$ cat src/rtl/sram_arbiter_pkg.sv
// Shared types for the two-port SRAM arbiter.
//   Bit_t            - single control bit
//   Word_t           - 32-bit bus word
//   SRAM_ADDR_WIDTH  - SRAM word-address width (addr[21:2] of a byte address)
//   sram_arb_state_t - arbiter FSM states
package sram_arbiter_pkg;

  typedef logic        Bit_t;
  typedef logic [31:0] Word_t;

  localparam int SRAM_ADDR_WIDTH = 20;

  typedef logic [SRAM_ADDR_WIDTH-1:0] SramAddr_t;

  typedef enum logic [2:0] {
    IDLE,
    RD,
    WR_SETUP,
    WR_PULSE,
    WR_HOLD,
    ACK
  } sram_arb_state_t;

endpackage

$ cat src/rtl/sram_arbiter.sv
// Two-port (instruction/data) arbiter in front of a single asynchronous
// 32-bit SRAM. One transaction is in flight at a time; simultaneous requests
// are granted round-robin, the data port winning first after reset.
//
// Ports
//   clk, rst                  - system clock, asynchronous active-low reset
//   ibus_req/addr/rdata/ack   - instruction port, reads only
//   dbus_req/we/be/addr/wdata/rdata/ack - data port, reads and byte writes
//   sram_addr                 - SRAM word address (byte address bits [21:2])
//   sram_data_o/_oe/_i        - SRAM data bus, split for an external tristate
//   sram_ce_n/oe_n/we_n/be_n  - active-low SRAM strobes
//
// Every SRAM pin and ack is a flop. The strobe/ack flops are loaded from the
// current FSM state, so the pins lag the state by one cycle: the address is
// latched on the grant edge and is therefore stable one cycle before any
// strobe goes low, and read data is sampled on the edge that closes the last
// oe_n-low cycle.
module sram_arbiter
  import sram_arbiter_pkg::*;
#(
  parameter int READ_WAIT = 1,  // extra read cycles beyond the first (0..7)
  parameter int WE_PULSE  = 1   // we_n low cycles per write (1..7)
) (
  input  logic        clk,
  input  logic        rst,

  input  logic        ibus_req,
  input  logic [31:0] ibus_addr,
  output logic [31:0] ibus_rdata,
  output logic        ibus_ack,

  input  logic        dbus_req,
  input  logic        dbus_we,
  input  logic [3:0]  dbus_be,
  input  logic [31:0] dbus_addr,
  input  logic [31:0] dbus_wdata,
  output logic [31:0] dbus_rdata,
  output logic        dbus_ack,

  output logic [19:0] sram_addr,
  output logic [31:0] sram_data_o,
  output logic        sram_data_oe,
  input  logic [31:0] sram_data_i,

  output logic        sram_ce_n,
  output logic        sram_oe_n,
  output logic        sram_we_n,
  output logic [3:0]  sram_be_n
);

  localparam logic [2:0] LP_RD_LAST = 3'(READ_WAIT);
  localparam logic [2:0] LP_WE_LAST = 3'(WE_PULSE - 1);

  sram_arb_state_t r_state;
  sram_arb_state_t w_next;
  logic [2:0]      r_wait;

  Bit_t            w_grant;
  Bit_t            w_grant_d;
  Bit_t            r_prio_d;   // 1: dbus wins the next tie
  Bit_t            r_port_d;   // port owning the transaction in flight
  Bit_t            r_we;
  logic [3:0]      r_be;
  SramAddr_t       r_sram_addr;
  Word_t           r_data_o;
  Word_t           r_ibus_rdata;
  Word_t           r_dbus_rdata;
  Bit_t            r_ibus_ack;
  Bit_t            r_dbus_ack;
  Bit_t            r_ce_n;
  Bit_t            r_oe_n;
  Bit_t            r_we_n;
  logic [3:0]      r_be_n;
  Bit_t            r_data_oe;

  // Address bits outside the SRAM word range carry no meaning here.
  logic w_unused;
  assign w_unused = ^{ibus_addr[31:22], ibus_addr[1:0],
                      dbus_addr[31:22], dbus_addr[1:0]};

  always_comb begin
    w_next    = r_state;
    w_grant   = 1'b0;
    w_grant_d = 1'b0;
    case (r_state)
      IDLE: begin
        if (ibus_req || dbus_req) begin
          w_grant   = 1'b1;
          w_grant_d = dbus_req && (!ibus_req || r_prio_d);
          w_next    = (w_grant_d && dbus_we) ? WR_SETUP : RD;
        end
      end
      RD:       if (r_wait == LP_RD_LAST) w_next = ACK;
      WR_SETUP: w_next = WR_PULSE;
      WR_PULSE: if (r_wait == LP_WE_LAST) w_next = WR_HOLD;
      WR_HOLD:  w_next = ACK;
      ACK:      w_next = IDLE;
      default:  w_next = IDLE;
    endcase
  end

  always_ff @(posedge clk or negedge rst) begin
    if (!rst) begin
      r_state <= IDLE;
      r_wait  <= 3'd0;
    end else begin
      r_state <= w_next;
      // Counts cycles spent in the current timed state; zero on entry.
      if ((w_next == r_state) && ((r_state == RD) || (r_state == WR_PULSE)))
        r_wait <= r_wait + 3'd1;
      else
        r_wait <= 3'd0;
    end
  end

  // Transaction operands, latched once on the grant edge.
  always_ff @(posedge clk or negedge rst) begin
    if (!rst) begin
      r_prio_d    <= 1'b1;
      r_port_d    <= 1'b0;
      r_we        <= 1'b0;
      r_be        <= 4'h0;
      r_sram_addr <= '0;
      r_data_o    <= '0;
    end else if (w_grant) begin
      r_prio_d    <= !w_grant_d;
      r_port_d    <= w_grant_d;
      r_we        <= w_grant_d && dbus_we;
      r_be        <= w_grant_d ? dbus_be : 4'h0;
      r_sram_addr <= w_grant_d ? dbus_addr[21:2] : ibus_addr[21:2];
      if (w_grant_d)
        r_data_o <= dbus_wdata;
    end
  end

  // Pin and ack flops, one cycle behind the state they decode.
  always_ff @(posedge clk or negedge rst) begin
    if (!rst) begin
      r_ce_n       <= 1'b1;
      r_oe_n       <= 1'b1;
      r_we_n       <= 1'b1;
      r_be_n       <= 4'hF;
      r_data_oe    <= 1'b0;
      r_ibus_ack   <= 1'b0;
      r_dbus_ack   <= 1'b0;
      r_ibus_rdata <= '0;
      r_dbus_rdata <= '0;
    end else begin
      r_ce_n     <= !((r_state == RD) || (r_state == WR_SETUP) ||
                      (r_state == WR_PULSE) || (r_state == WR_HOLD));
      r_oe_n     <= (r_state != RD);
      r_we_n     <= (r_state != WR_PULSE);
      r_data_oe  <= (r_state == WR_SETUP) || (r_state == WR_PULSE) ||
                    (r_state == WR_HOLD);
      if (r_state == RD)
        r_be_n <= 4'h0;
      else if ((r_state == WR_SETUP) || (r_state == WR_PULSE) ||
               (r_state == WR_HOLD))
        r_be_n <= ~r_be;
      else
        r_be_n <= 4'hF;
      r_ibus_ack <= (r_state == ACK) && !r_port_d;
      r_dbus_ack <= (r_state == ACK) &&  r_port_d;
      // The edge leaving ACK closes the final oe_n-low cycle of a read.
      if ((r_state == ACK) && !r_we) begin
        if (r_port_d)
          r_dbus_rdata <= sram_data_i;
        else
          r_ibus_rdata <= sram_data_i;
      end
    end
  end

  assign sram_addr    = r_sram_addr;
  assign sram_data_o  = r_data_o;
  assign sram_data_oe = r_data_oe;
  assign sram_ce_n    = r_ce_n;
  assign sram_oe_n    = r_oe_n;
  assign sram_we_n    = r_we_n;
  assign sram_be_n    = r_be_n;
  assign ibus_rdata   = r_ibus_rdata;
  assign ibus_ack     = r_ibus_ack;
  assign dbus_rdata   = r_dbus_rdata;
  assign dbus_ack     = r_dbus_ack;

endmodule

$ cat config.mk
export PLATFORM = sky130hd
export DESIGN_NAME = sram_arbiter
export DESIGN_NICKNAME = d
export VERILOG_FILES = /design/src/rtl/sram_arbiter_pkg.sv /design/src/rtl/sram_arbiter.sv
export SDC_FILE = /design/constraint.sdc
export NUM_CORES = 1
export LEC_CHECK = 0
export ABC_CLOCK_PERIOD_IN_PS = 2100
export BUFFER_PORTS_ARGS = -buffer_cell sky130_fd_sc_hd__buf_2
export CAP_MARGIN = 20
export CORE_ASPECT_RATIO = 0.9
export CORE_MARGIN = 2
export CORE_UTILIZATION = 25
export DETAILED_ROUTE_END_ITERATION = 7
export GPL_TIMING_DRIVEN = 0
export MAX_ROUTING_LAYER = met4
export PLACE_DENSITY = 0.56
export SETUP_SLACK_MARGIN = 0.4
export SLEW_MARGIN = 20
export SYNTH_ARGS = -nofsm -noshare
export SYNTH_HDL_FRONTEND = slang
export SYNTH_SLANG_ARGS = --single-unit
export TNS_END_PERCENT = 1
$ cat constraint.sdc
create_clock -name clk -period 2.1 [get_ports clk]
set_clock_uncertainty 0.05 [all_clocks]
set_input_delay 0.42 -clock clk [delete_from_list [all_inputs] [get_ports clk]]
set_output_delay 0.42 -clock clk [all_outputs]
set_load 0.01 [all_outputs]
==> load_flow_metrics.sql <==
INSERT INTO impl_metrics (metric_group, metric, value, unit) VALUES
('global_route', 'first_global_vias', '4231', ''),
('synthesis', 'synth_top_cell_by_area', 'sky130_fd_sc_hd__dfrtp_1', ''),
('run', 'drv.max_cap_violation_count', '0', ''),
('synthesis', 'async_sr_flop_fraction', '100', '%'),
('hold_path', 'whs_endpoint', 'r_be[0]', ''),
('status', 'outcome', 'finished clean', ''),
('clocking', 'cts_htree_levels', '4', ''),
('setup_path', 'cp_num_buf_inv', '4', ''),
('floorplanning', 'core.rowCount', '51', ''),
('drt', 'number_of_detailed_route_iterations_in_the_first_pass', '4', ''),
('synthesis', 'yosysTopAreaCellShare', '60.0', '%'),
('synthesis', 'synth_common_cells', '131 x sky130_fd_sc_hd__dfrtp_1, 89 x sky130_fd_sc_hd__mux2_2, 25 x sky130_fd_sc_hd__nand2_1', ''),
('synthesis', 'synth-edff-count', '0', ''),
('final_layout', 'fin_cells', '945', ''),
('final_layout', 'areaGrowthSynthToFinish', '43.1', '%'),
('final_layout', 'finish.instance_area', '0.00782', 'mm^2'),
('hold_path', 'hp-class', 'in2reg', ''),
('synthesis', 'synth_most_common_cell', 'sky130_fd_sc_hd__dfrtp_1', ''),
('floorplanning', 'design.die.area', '0.0231', 'mm^2'),
('sta', 'post_route_worst_setup_slack', '0.134', 'ns'),
('setup_path', 'critPathCaptureType', 'register', ''),
('synthesis', 'syn_nets', '511', ''),
('synthesis', 'synth-seq-area-share', '63.8', '%'),
('synthesis', 'ys_types', '35', ''),
('setup_path', 'ff2ff_setup_slack', '0.13', 'ns'),
('sta', 'achievable-frequency', '509', 'MHz'),
('synthesis', 'netlist_instances', '371', ''),
('final_layout', 'final_layout_size_suffix_gt1_share', '62.0', '%'),
('place', 'placed_cells', '900', ''),
('setup_path', 'timing.rr.start', 'r_state[0]', ''),
('global_route', 'globalRouteTotalUtil', '13.1', '%'),
('drt', 'routed-via-count', '4075', ''),
('synthesis', 'netlist_area', '0.00547', 'mm^2'),
('setup_path', 'critPathMaxStageDelay', '0.40', 'ns'),
('sta', 'report.final.hold_viol_count', '0', ''),
('synthesis', 'synth_ff_type', 'sky130_fd_sc_hd__dfrtp_1', ''),
('power', 'power.density', '1580', 'mW/mm^2'),
('final_layout', 'num-nets-final', '781', ''),
('setup_path', 'worstPathArrival', '2.22', 'ns'),
('power', 'cellLeakagePower', '0.00381', 'uW'),
('synthesis', 'synth_top_cells_by_area', 'sky130_fd_sc_hd__dfrtp_1 60%, sky130_fd_sc_hd__mux2_2 18%, sky130_fd_sc_hd__dfstp_2 3.8%', ''),
('clocking', 'clock-sinks', '139', ''),
('clocking', 'cts_made_buffers', '17', ''),
('sta', 'slew_headroom', '64.9', '%'),
('global_route', 'globalRoute.totalOverflow', '0', ''),
('setup_path', 'kind_of_launch_point_of_the_worst_setup_path', 'register', ''),
('setup_path', 'reg2reg_depth', '7', ''),
('sta', 'maxSlewViolCount', '0', ''),
('setup_path', 'criticalPathCategory', 'reg2reg', ''),
('floorplanning', 'design.core.area', '0.0216', 'mm^2'),
('drt', 'wl_per_cell', '15.2', 'um'),
('global_route', 'grt_start_max_net_pins', '81', ''),
('hold_path', 'worst_hold_startpoint', 'dbus_be[0]', ''),
('synthesis', 'synth_warnings', '0', ''),
('place', 'post-place-ws', '-0.364', 'ns'),
('sta', 'period_share', '93.6', '%'),
('clocking', 'tritoncts', 'built', ''),
('global_route', 'grt_antenna_before_repair', '1', ''),
('drt', 'finalWirelength', '14300', 'um'),
('power', 'vdd_ir_drop_max', '686', 'uV'),
('place', 'dpl_cell_area', '0.00705', 'mm^2'),
('sta', 'setup_repair_after_global_routing_missed_its_margin', 'yes', ''),
('sta', 'final_critical_period', '1.97', 'ns'),
('final_layout', 'layout.filler_cells', '2184', ''),
('setup_path', 'cpLargestDelayFamily', 'simple AND/OR/NAND/NOR gates', ''),
('floorplanning', 'die_w', '160', 'um'),
('drt', 'route.detailed.vias_per_inst', '4.31', ''),
('synthesis', 'syn_avg_cell_area', '14.7', 'um^2'),
('drt', 'route.antenna.remaining_nets', '0', ''),
('place', 'count_of_input_and_output_buffers', '237', ''),
('clocking', 'cts_max_path_buffers', '2', '');
-- state kept, by name (all words and copies together), names as in the netlist, 3 cells and up --
signal,cells
dbus_rdata,32
ibus_rdata,32
r_be,4
r_state,3
r_wait,3
sram_addr,20
sram_be_n,4
sram_data_o,32
-- placed cells by master (no fill, tap or decap), types with 2 or more instances in the layout --
master and instances:
sky130_fd_sc_hd__a21bo_2 2, sky130_fd_sc_hd__clkbuf_2 2, sky130_fd_sc_hd__mux2_1 4, sky130_fd_sc_hd__ha_1 3, sky130_fd_sc_hd__clkinv_2 3, sky130_fd_sc_hd__nor3_1 21, sky130_fd_sc_hd__mux2_2 89, sky130_fd_sc_hd__nand2_1 25
sky130_fd_sc_hd__a21o_1 2, sky130_fd_sc_hd__a221o_1 20, sky130_fd_sc_hd__a22o_1 6, sky130_fd_sc_hd__mux2_4 3, sky130_fd_sc_hd__o21ai_0 2, sky130_fd_sc_hd__nor2b_1 3, sky130_fd_sc_hd__bufinv_16 2, sky130_fd_sc_hd__dfrtp_1 131
sky130_fd_sc_hd__inv_1 4, sky130_fd_sc_hd__clkbuf_1 8, sky130_fd_sc_hd__buf_8 3, sky130_fd_sc_hd__xnor2_1 2, sky130_fd_sc_hd__buf_2 244, sky130_fd_sc_hd__clkbuf_8 3, sky130_fd_sc_hd__clkinvlp_4 2, sky130_fd_sc_hd__buf_4 11
sky130_fd_sc_hd__nor2_1 5, sky130_fd_sc_hd__buf_16 2, sky130_fd_sc_hd__clkinv_4 2, sky130_fd_sc_hd__dfstp_2 8, sky130_fd_sc_hd__a21oi_1 4, sky130_fd_sc_hd__buf_6 5, sky130_fd_sc_hd__clkbuf_16 17
-- stage by stage --
stage                     total power [uW]  hold WS, ns  util [%]  setup TNS, ns
after CTS                            12500        0.152      36.2              0
after global placement                9190        0.347      32.5        -221.04
after global routing                 13200        0.155      36.3              0
final                                12400        0.173      36.3              0
after floorplan                       7310       0.0744         -              0
after detailed placement              9260        0.332      32.7         -14.61
-- where the power goes --
part	total [uW]	switching (uW)	internal [uW]
combinational	4710	2300	2410
clock	2990	1160	1840
sequential	4650	623	4030
-- area by class of cell --
| class | count | area (um^2) | share of cell area, % |
|---|---|---|---|
| Inverter | 4 | 15.0 | 0.192 |
| Antenna cell | 1 | 2.50 | 0.0320 |
| Tap cell | 291 | 364 | 4.66 |
| Timing Repair Buffer | 251 | 1350 | 17.2 |
| Sequential cell | 139 | 3490 | 44.6 |
| Clock inverter | 10 | 116 | 1.49 |
| Buffer | 24 | 159 | 2.03 |
| Multi-Input combinational cell | 204 | 1860 | 23.8 |
| Clock buffer | 21 | 470 | 6.02 |
-- timing repair --
action / in CTS / in global routing
buffers inserted: 11 / 0
pin swaps: 4 / 0
endpoints found under the setup margin: 125 / 125
resized for setup: 12 / 6
gates cloned: 1 / 0
hold endpoints to repair: 51 / 0
hold buffers: 1 / 0
-- routing by layer --
layer / track usage (%) / part of all wire [%]
met1: 16.5 / 46
met2: 19.1 / 45
met3: 4.47 / 7.2
met4: 5.69 / 2.5
met5: - / 0
-- cells by family after synthesis --
kind of cell / count (synthesis) / share of synthesized area (%)
flip-flops: 139 / 63.8
multiplexers: 97 / 20.2
AND/OR/NAND/NOR: 63 / 6.16
AO/OA/AOI/OAI: 39 / 6.20
buffers and inverters: 28 / 2.65
adder cells (fa/ha/maj): 3 / 0.687
XOR/XNOR: 2 / 0.320
-- how the worst max path moves through the flow --
| stage | startpoint | to | slack [ns] | depth (start not counted) |
|---|---|---|---|---|
| floorplan | r_state[2] | sram_data_o[1] | 0.23 | 6 |
| global placement | rst | sram_data_o[2] | -1.55 | 1 |
| detailed placement | r_state[2] | ibus_rdata[7] | -0.36 | 5 |
| CTS | r_state[0] | sram_data_o[3] | 0.13 | 7 |
| global route | r_state[2] | ibus_rdata[7] | 0.07 | 6 |
| finish | r_state[0] | sram_data_o[2] | 0.13 | 7 |
No activity file was read; power rests on OpenSTA's default activity.
